===== src/rtl/stb_controller.sv =====
// Store-buffer control FSM: accepts LSU stores, drains entries to the DCache,
// handles fence-style flush and flags a DCache that stops acknowledging.
module stb_controller #(
  parameter int unsigned ACK_TIMEOUT = 16
) (
  input  logic clk,
  input  logic rst_n,
  input  logic lsudbus2stb_req,
  output logic stb2lsudbus_ack,
  input  logic dcache2stb_ack,
  input  logic stb_empty,
  input  logic stb_full,
  input  logic stb_flush_req,
  output logic stb_flush_done,
  output logic wr_en,
  output logic r_en,
  output logic rd_sel,
  output logic stb_timeout_err
);

  localparam int unsigned TO_CNT_W = $clog2(ACK_TIMEOUT + 1);

  typedef enum logic [1:0] {
    IDLE    = 2'd0,
    REQ     = 2'd1,
    RELEASE = 2'd2
  } state_e;

  state_e                state_q, state_d;
  logic                  flush_pending_q, flush_pending_d;
  logic [TO_CNT_W-1:0]   to_cnt_q, to_cnt_d;
  logic                  err_q, err_d;
  logic                  pop_c;

  always_ff @(posedge clk or negedge rst_n) begin
    if (!rst_n) begin
      state_q         <= IDLE;
      flush_pending_q <= 1'b0;
      to_cnt_q        <= '0;
      err_q           <= 1'b0;
    end else begin
      state_q         <= state_d;
      flush_pending_q <= flush_pending_d;
      to_cnt_q        <= to_cnt_d;
      err_q           <= err_d;
    end
  end

  always_comb begin
    state_d         = state_q;
    flush_pending_d = flush_pending_q;
    to_cnt_d        = '0;
    err_d           = err_q;
    pop_c           = 1'b0;
    rd_sel          = 1'b0;
    r_en            = 1'b0;
    wr_en           = 1'b0;
    stb2lsudbus_ack = 1'b0;
    stb_flush_done  = 1'b0;

    case (state_q)
      IDLE: begin
        if (!stb_empty) state_d = REQ;
      end
      REQ: begin
        rd_sel = 1'b1;
        if (dcache2stb_ack) begin
          pop_c   = 1'b1;
          r_en    = 1'b1;
          state_d = RELEASE;
        end else if (to_cnt_q == TO_CNT_W'(ACK_TIMEOUT)) begin
          to_cnt_d = to_cnt_q;
        end else begin
          to_cnt_d = to_cnt_q + TO_CNT_W'(1);
        end
      end
      // One-cycle gap between DCache requests; empty here is post-pop.
      RELEASE: begin
        state_d = stb_empty ? IDLE : REQ;
      end
      default: state_d = IDLE;
    endcase

    if (to_cnt_d == TO_CNT_W'(ACK_TIMEOUT)) err_d = 1'b1;

    stb_flush_done = flush_pending_q && stb_empty && (state_q == IDLE);
    if (stb_flush_done)     flush_pending_d = 1'b0;
    else if (stb_flush_req) flush_pending_d = 1'b1;

    // Pop wins the single occupancy update per cycle; rst_n keeps ack low in reset.
    wr_en = rst_n && lsudbus2stb_req && !stb_full && !pop_c
            && !stb_flush_req && !flush_pending_q;
    stb2lsudbus_ack = wr_en;
  end

  assign stb_timeout_err = err_q;

endmodule

===== config.mk =====
export PLATFORM = sky130hd
export DESIGN_NAME = stb_controller
export DESIGN_NICKNAME = d
export VERILOG_FILES = /design/src/rtl/stb_controller.sv
export SDC_FILE = /design/constraint.sdc
export NUM_CORES = 1
export LEC_CHECK = 0
export BUFFER_PORTS_ARGS = -buffer_cell sky130_fd_sc_hd__buf_4
export CAP_MARGIN = 40
export CORE_AREA = 2 2 39 41
export CTS_CLUSTER_DIAMETER = 40
export DETAILED_ROUTE_END_ITERATION = 10
export DIE_AREA = 0 0 41 43
export SLEW_MARGIN = 25
export SYNTH_ARGS = -nofsm -noshare
export SYNTH_HDL_FRONTEND = slang
export SYNTH_SLANG_ARGS = --single-unit

===== constraint.sdc =====
create_clock -name clk -period 1.8 [get_ports clk]
set_input_delay 0.09 -clock clk [delete_from_list [all_inputs] [get_ports clk]]
set_output_delay 0.09 -clock clk [all_outputs]
set_load 0.01 [all_outputs]

==> impl_metrics.toml, run 1 <==
[yosys]
yosysWarnings = 0
synth_edf_count = 0
synth-seq-area-share_pct = 46.0
synthArstFlopShare_pct = 100
synth.avg_cell_area_um2 = 10.2
syn_area_um2 = 489
synth_fp_nets = 57
ys_ff_latch = 9
synth_cells = 48
synth.distinct_cells = 25
synthFlopType = "dfrtp_1"

[critical_path]
crit_fanout = 5
crit_buf_inv = 1
path_delay_family = "simple AND/OR/NAND/NOR gates"
required_ns = 1.71
crit_chain = "nor2b_1 > and2_1 > nor3_1 > buf_4"
r2r-start = "to_cnt_q[0]$_DFF_PN0_"
cp_slowest_cell = "dfrtp_1"
cp.arrival_ns = 1.41
crit_type = "flip-flop to primary output"
end_kind = "primary output"
crit_path_max_incr_delay_ns = 0.40
start_kind = "flip-flop"
critPathLaunch = "state_q[0]$_DFFE_PN0P_"

[grt]
grt_pass1_wl_mm = 1.62
grt_usage_pct = 14.5
overflow = 0
antenna_found_initial = 0
grt_pass1_vias = 360
grt_max_degree = 11

[finish]
final_common_cell = "buf_4"
nNetsFinal = 74
diodes = 0
layout-drive-gt1-share_pct = 29.7
final_cell_mix = "12 x buf_4, 9 x dfrtp_1, 5 x nor2_1"
fin_cells = 80
fin_area_um2 = 628
syn2layout_area_growth_pct = 28.4

[placed_design]
port_buffers = 12
dp_cells = 75
place_area_um2 = 592
hpwl_um = 715
place_ws_ns = 0.383
gp_congestion = 0.701

[power]
leakage_nw = 0.294
p_total_w = 0.000477
power.density_mw_per_mm2 = 759
max-vdd-ir-drop_mv = 0.470

[sta]
finalCriticalPeriod_ns = 1.50
maxSlewViolCount = 0
tightest_slew_ns = 0.271
fin_skew_ns = 0.00777
fin_tns_setup_ns = 0
setup_ws_ns = 0.304
fin_crit_sh_pct = 83.1
grt_setup_unrepaired = "false"
finalSetupViolations = 0
hold_viol_final = 0
max_freq_mhz = 668
relSlewSlack_pct = 81.7

[routing]
ant_nets = 0
drc = 0
drtIter0Drc = 2
wl_um = 924
vias = 385
viasPerCell = 4.81
firstDrtPassIters = 2
wl_per_cell_um = 11.6

[clocking]
h-tree-depth = 1
cts.sink_count = 9
root_buffer = "clkbuf_4"
cts.clk_slew.worst_paths_ns = 0.06
ctsResizeCount = 0
cts_setup_buffers = 0
cts.path.max_buffers = 2
cts_tree = "yes"
cts_buffers = 3
clock_latency_ns = 0.26

[floorplan]
core_area_mm2 = 0.00138
die_width_um = 41
die_area_mm2 = 0.00176
rows = 14
start_util_pct = 35.4
pin_count = 13
die_height_um = 43

[run]
drv_cap = 0

[worst_hold_path]
hold_start = "stb_empty"
hold_path_class = "input pin to flip-flop"

[outcome]
status = "finished, final reports clean"
cell type report:
cell class                 count  area, um2
multi-input combinational     35        245
tap                           16       20.0
fill                         140        756
timing repair buffer          13        100
sequential                     9        225
inverter                       3       11.3
clock buffer                   4       26.3
synthesized netlist by cell type, types with 2 or more instances:
library cell | count | area, um2
nor2b_1 | 2 | 12.5
dfrtp_1 | 9 | 225
and2_1 | 2 | 12.5
ha_1 | 2 | 25.0
o21ai_0 | 2 | 10.0
nand3_1 | 2 | 10.0
nor3_1 | 2 | 10.0
nand2_1 | 3 | 11.3
inv_1 | 3 | 11.3
nor2_1 | 5 | 18.8
nand2b_1 | 2 | 12.5
worst reg2reg max path: cells and delay by family (launching register included):
family	cells	cell delay, ns
flops	1	0.42
mux	1	0.30
fa+ha+maj	1	0.27
simple gates	1	0.10
compound gates	1	0.22
worst paths after layout:
kind                                               end  slack [ns]  depth (start not counted)
setup / recovery                       stb2lsudbus_ack        0.30                          4
hold / removal                  state_q[0]$_DFFE_PN0P_        0.02                          2
setup reg to reg           stb_timeout_err$_DFFE_PN0N_        0.40                          4
hold reg to reg            stb_timeout_err$_DFFE_PN0N_        0.48                          1
max in group asynchronous  flush_pending_q$_DFFE_PN0P_        1.47                          2
min in group asynchronous        to_cnt_q[3]$_DFF_PN0_        0.18                          2
routing by layer:
metal / part of all wire (%) / track usage [%]
met2: 50 / 19.7
met4: 2.2 / 8.00
met3: 5.0 / 9.42
met1: 43 / 16.7
met5: 0 / 0
flip-flops by register name (all words and copies together), names as in the netlist:
| signal | flops |
|---|---|
| stb_timeout_err | 1 |
| state_q | 2 |
| to_cnt_q | 5 |
| flush_pending_q | 1 |
timing repair:
action,CTS,global route
setup endpoints to repair,0,0
hold buffers,1,0
hold endpoints to repair,9,0
per-stage QoR:
stage                     utilization [%]  hold slack [ns]
after floorplan                         -           -0.206
after global placement               42.8          -0.0736
after detailed placement             42.8          -0.0748
after CTS                            45.4           0.0106
after global routing                 45.4           0.0231
final                                45.4           0.0223
report_power, final:
group / total (W) / switching [W] / leakage, nW / internal [W]
sequential: 0.000232 / 0.0000137 / 0.119 / 0.000218
clock: 0.000158 / 0.0000722 / 0.0150 / 0.0000855
combinational: 0.0000874 / 0.0000431 / 0.160 / 0.0000443
logic make-up after synthesis:
| kind of cell | after synthesis | share of synthesized area, % |
|---|---|---|
| fa+ha+maj | 2 | 5.11 |
| xor+xnor | 2 | 3.58 |
| simple gates | 23 | 28.4 |
| compound gates | 7 | 9.98 |
| mux | 1 | 3.07 |
| flops | 9 | 46.0 |
| buf+inv | 4 | 3.84 |
Power figures use the tool's default switching activity.
==> run 2: changes to the inputs <==
==> constraint.sdc (replaced) <==
create_clock -name clk -period 1.54 [get_ports clk]
set_input_delay 0.077 -clock clk [delete_from_list [all_inputs] [get_ports clk]]
set_output_delay 0.077 -clock clk [all_outputs]
set_load 0.01 [all_outputs]
==> run 2 against run 1 <==
  * Utilization is 0.36 points higher
  * Register-to-register slack worse by 0.29 ns
  * Global-route usage is 0.64 points lower
  * Combinational power is 18% higher
  * Via count is 1.6% higher
  * Setup slack worse by 0.20 ns
  * Total power is 18% higher
  * Final cell count stayed put
  * Routed wire length is 1.3% higher
  * Count of clock-buffer cells in the layout stayed put
  * Critical path depth stayed put
  * Critical path type is now flip-flop to flip-flop
  * Critical endpoint is now stb_timeout_err$_DFFE_PN0N_
==> impl_metrics.toml, run 2 (synthesis gave the netlist of run 1 again) <==
[outcome]
status = "finished, final reports clean"

[floorplan]
die_width_um = 41
rows = 14
die_height_um = 43
core_area_mm2 = 0.00138
start_util_pct = 35.4
pin_count = 13
die_area_mm2 = 0.00176

[finish]
nNetsFinal = 74
diodes = 0
largest_reg_flops = 5
syn2layout_area_growth_pct = 29.4
final_common_cell = "buf_4"
largestRegisters = "to_cnt_q x5, state_q x2"
top_register = "to_cnt_q"
layout-drive-gt1-share_pct = 31.3
utilization_pct = 45.8
final_cell_mix = "12 x buf_4, 9 x dfrtp_1, 5 x nor2_1"

[worst_hold_path]
hold_start = "stb_empty"
hold_path_class = "input pin to flip-flop"
min_delay_path_depth = 2
min_to = "state_q[0]$_DFFE_PN0P_"

[grt]
overflow = 0
grt_pass1_vias = 362
grt_usage_pct = 13.9
grt_max_degree = 11
antenna_found_initial = 0
grt_pass1_wl_mm = 1.52

[critical_path]
end_kind = "flip-flop"
cp.arrival_ns = 1.58
r2r-start = "to_cnt_q[0]$_DFF_PN0_"
required_ns = 1.69
crit_type = "flip-flop to flip-flop"
crit_fanout = 5
worst-r2r-setup-slack_ns = 0.11
start_kind = "flip-flop"
reg2reg_depth = 4
rr_endpoint = "stb_timeout_err$_DFFE_PN0N_"

[routing]
viasPerCell = 4.89
wl_per_cell_um = 11.7
vias = 391
drc = 0
firstDrtPassIters = 2
wl_um = 936
ant_nets = 0
drtIter0Drc = 2

[power]
leakage_nw = 0.296
max-vdd-ir-drop_mv = 0.411
power.density_mw_per_mm2 = 890

[sta]
maxSlewViolCount = 0
fin_tns_setup_ns = 0
fin_skew_ns = 0.00731
max_freq_mhz = 698
tightest_slew_ns = 0.278
hold_viol_final = 0
finalSetupViolations = 0
fin_crit_sh_pct = 93.0
finalCriticalPeriod_ns = 1.43
relSlewSlack_pct = 81.2

[clocking]
cts.sink_count = 9
cts_tree = "yes"
cts_setup_buffers = 0
h-tree-depth = 1
cts_buffers = 3
clock_latency_ns = 0.26
root_buffer = "clkbuf_4"
cts.path.max_buffers = 2
cts.clk_slew.worst_paths_ns = 0.07

[run]
drv_cap = 0

[placed_design]
gp_congestion = 0.701
hpwl_um = 701
port_buffers = 12
## run 2: cell counts in the layout (fill, tap and decap cells not counted)
No cell type changed its count.
## run 2: power by group
group          internal (W)  leakage [nW]  switching [W]  total (W)
clock network      0.000100        0.0150      0.0000892   0.000189
registers          0.000255         0.119      0.0000167   0.000271
logic             0.0000520         0.162      0.0000507   0.000103
total              0.000407         0.296       0.000157   0.000563
## run 2: what timing repair did
| item | 4_1_cts | 5_1_grt |
|---|---|---|
| gates resized for setup | 0 | 1 |
| setup endpoints to repair | 0 | 2 |
| endpoints found under the hold margin | 9 | 0 |
| hold buffers | 1 | 0 |
## run 2: final cells by class
class	count	area [um2]
repair buffers	13	100
clock buffers	4	26.3
fillers	149	751
flip-flops and latches	9	225
well taps	16	20.0
inverters	3	11.3
multi-input cells	35	250
## run 2: worst max-delay path by stage
stage	startpoint	to	slack (ns)	cells after the start
2_1_floorplan	state_q[0]$_DFFE_PN0P_	wr_en	0.14	4
3_3_place_gp	to_cnt_q[0]$_DFF_PN0_	stb_timeout_err$_DFFE_PN0N_	0.16	4
3_5_place_dp	to_cnt_q[0]$_DFF_PN0_	stb_timeout_err$_DFFE_PN0N_	0.12	4
4_1_cts	state_q[0]$_DFFE_PN0P_	stb2lsudbus_ack	0.05	4
5_1_grt	state_q[0]$_DFFE_PN0P_	stb2lsudbus_ack	-0.008	4
6_report	to_cnt_q[0]$_DFF_PN0_	stb_timeout_err$_DFFE_PN0N_	0.11	4
## run 2: metrics by stage
| step | setup slack (ns) | total power (W) | hold WS [ns] | cells | instance area, um2 |
|---|---|---|---|---|---|
| floorplan | 0.139 | 0.000327 | -0.219 | 48 | 489 |
| global placement | 0.156 | 0.000376 | -0.0866 | 75 | 592 |
| detailed placement | 0.121 | 0.000377 | -0.0871 | 75 | 592 |
| CTS | 0.0511 | 0.000573 | 0.00844 | 80 | 628 |
| global route | -0.00815 | 0.000601 | 0.0390 | 80 | 633 |
| finish | 0.108 | 0.000563 | 0.0117 | 80 | 633 |
## run 2: critical path, cell delays in order, from the launching register on
cell and delay [ns]:
dfrtp_1 0.43, ha_1 0.27, nand3_2 0.10, mux2_4 0.30, a41o_1 0.22
## run 2: per-layer routing
metal	wire [um]	vias up	global-route usage (%)
li1	-	203	-
met1	460	180	17.9
met2	429	6	17.5
met3	27	2	4.71
met4	19	0	12.0
met5	0	-	0
==> run 3: changes to the inputs <==
==> constraint.sdc (replaced) <==
create_clock -name clk -period 1.54 [get_ports clk]
set_input_delay 0.077 -clock clk [delete_from_list [all_inputs] [get_ports clk]]
set_output_delay 0.077 -clock clk [all_outputs]
set_load 0.05 [all_outputs]
==> run 3 against run 2 <==
  * Clock power fell by 5%
  * Clock skew is 0.0051 ns lower
  * Routed wire length grew 5.1%
  * Hold slack gained 0.057 ns
  * Die area stayed put
  * Sequential cell count did not move
  * Non-clock buffer count is 2 higher
  * Utilization up 3.0 points
  * Critical path type is now flip-flop to primary output
  * Setup slack lost 0.024 ns
  * Sequential power hardly changed
  * Final cell count grew 2.5%
  * First-iteration DRC count rose to 4.5 times the previous value
  * Largest power group unchanged
==> impl_metrics.toml, run 3 (synthesis gave the netlist of run 1 again) <==
[outcome]
status = "finished, final reports clean"

[critical_path]
worst-r2r-setup-slack_ns = 0.11
crit_fanout = 4
end_kind = "primary output"
path_delay_family = "simple AND/OR/NAND/NOR gates"
crit_buf_inv = 1
crit_chain = "nor2b_2 > and2_4 > nor3_4 > buf_6"
start_kind = "flip-flop"
required_ns = 1.46
cp_slowest_cell = "dfrtp_1"
reg2reg_depth = 4
crit_path_max_incr_delay_ns = 0.40
cp.arrival_ns = 1.38
rr_endpoint = "stb_timeout_err$_DFFE_PN0N_"
r2r-start = "to_cnt_q[0]$_DFF_PN0_"
crit_type = "flip-flop to primary output"

[finish]
top_register = "to_cnt_q"
nNetsFinal = 76
final_common_cell = "buf_4"
largest_reg_flops = 5
largestRegisters = "to_cnt_q x5, state_q x2"
diodes = 0
fin_cells = 82
utilization_pct = 48.7
layout-drive-gt1-share_pct = 36.4
final_cell_mix = "11 x buf_4, 9 x dfrtp_1, 5 x nor2_1"
syn2layout_area_growth_pct = 37.9

[worst_hold_path]
hold_path_class = "input pin to flip-flop"
min_delay_path_depth = 2
hold_start = "dcache2stb_ack"
min_to = "state_q[1]$_DFFE_PN0P_"

[sta]
maxSlewViolCount = 0
max_freq_mhz = 687
relSlewSlack_pct = 83.4
hold_viol_final = 0
fin_skew_ns = 0.00219
finalSetupViolations = 0
tightest_slew_ns = 0.246
hold-worst-slack_ns = 0.0687
fin_tns_setup_ns = 0
fin_crit_sh_pct = 94.5
finalCriticalPeriod_ns = 1.46
grt_setup_unrepaired = "false"
setup_ws_ns = 0.0843

[routing]
ant_nets = 0
drtIter0Drc = 9
drc = 0
wl_per_cell_um = 12.0
firstDrtPassIters = 4
vias = 393
viasPerCell = 4.79
wl_um = 984

[clocking]
cts_tree = "yes"
root_buffer = "clkbuf_4"
cts.clk_slew.worst_paths_ns = 0.06
h-tree-depth = 1
cts_buffers = 3
clock_latency_ns = 0.25
cts.sink_count = 9
cts.path.max_buffers = 2

[power]
max-vdd-ir-drop_mv = 0.438
power.density_mw_per_mm2 = 914
leakage_nw = 0.310

[floorplan]
die_height_um = 43
die_width_um = 41
die_area_mm2 = 0.00176
core_area_mm2 = 0.00138
pin_count = 13
rows = 14
start_util_pct = 35.4

[grt]
overflow = 0
grt_usage_pct = 14.3
grt_use_met3_pct = 4.71
grt_use_met1_pct = 20.9
grt_pass1_wl_mm = 1.60
grt_pass1_vias = 365
top_usage_layer = "met1"
antenna_found_initial = 0
grt_util_met2_pct = 17.8
grt_max_degree = 11

[placed_design]
gp_congestion = 0.686
place_ws_ns = 0.125
port_buffers = 12
dp_cells = 75
hpwl_um = 697

[run]
drv_cap = 0
run 3: metrics by stage:
step / cell area, um2 / total power (W)
after floorplan: 514 / 0.000380
after global placement: 613 / 0.000430
after detailed placement: 613 / 0.000431
after CTS: 659 / 0.000620
after global routing: 674 / 0.000656
final: 674 / 0.000617
run 3: final cells by class:
class / count / area, um2
tap: 16 / 20.0
sequential: 9 / 225
multi-input combinational: 35 / 267
fill: 126 / 709
timing repair buffer: 15 / 125
clock buffer: 4 / 26.3
inverter: 3 / 11.3
run 3: report_power, final:
group | total, W | switching, W | internal (W)
logic | 0.000166 | 0.0000998 | 0.0000660
clock network | 0.000179 | 0.0000790 | 0.0000996
registers | 0.000272 | 0.0000173 | 0.000255
run 3: routing by layer:
layer  part of all wire [%]  wire (um)
met3                    3.7         36
met1                     50        493
met2                     45        440
met4                    1.4         14
met5                      0          0
run 3: worst reg2reg max path: cells and delay by family (launching register included):
kind            cells  cell delay [ns]
mux                 1             0.31
compound gates      1             0.22
fa+ha+maj           1             0.27
simple gates        1             0.10
flops               1             0.42
run 3: worst max-delay path by stage:
stage | start | endpoint | cells after the start
after floorplan | state_q[0]$_DFFE_PN0P_ | wr_en | 4
after global placement | to_cnt_q[0]$_DFF_PN0_ | stb_timeout_err$_DFFE_PN0N_ | 4
after detailed placement | to_cnt_q[0]$_DFF_PN0_ | stb_timeout_err$_DFFE_PN0N_ | 4
after CTS | state_q[0]$_DFFE_PN0P_ | stb2lsudbus_ack | 4
after global routing | state_q[0]$_DFFE_PN0P_ | stb2lsudbus_ack | 4
final | state_q[0]$_DFFE_PN0P_ | stb2lsudbus_ack | 4
run 3: timing repair:
action / 4_1_cts / 5_1_grt
hold buffers: 2 / 0
buffers inserted: 0 / 1
setup endpoints to repair: 0 / 2
resized for setup: 0 / 2
hold endpoints to repair: 10 / 0
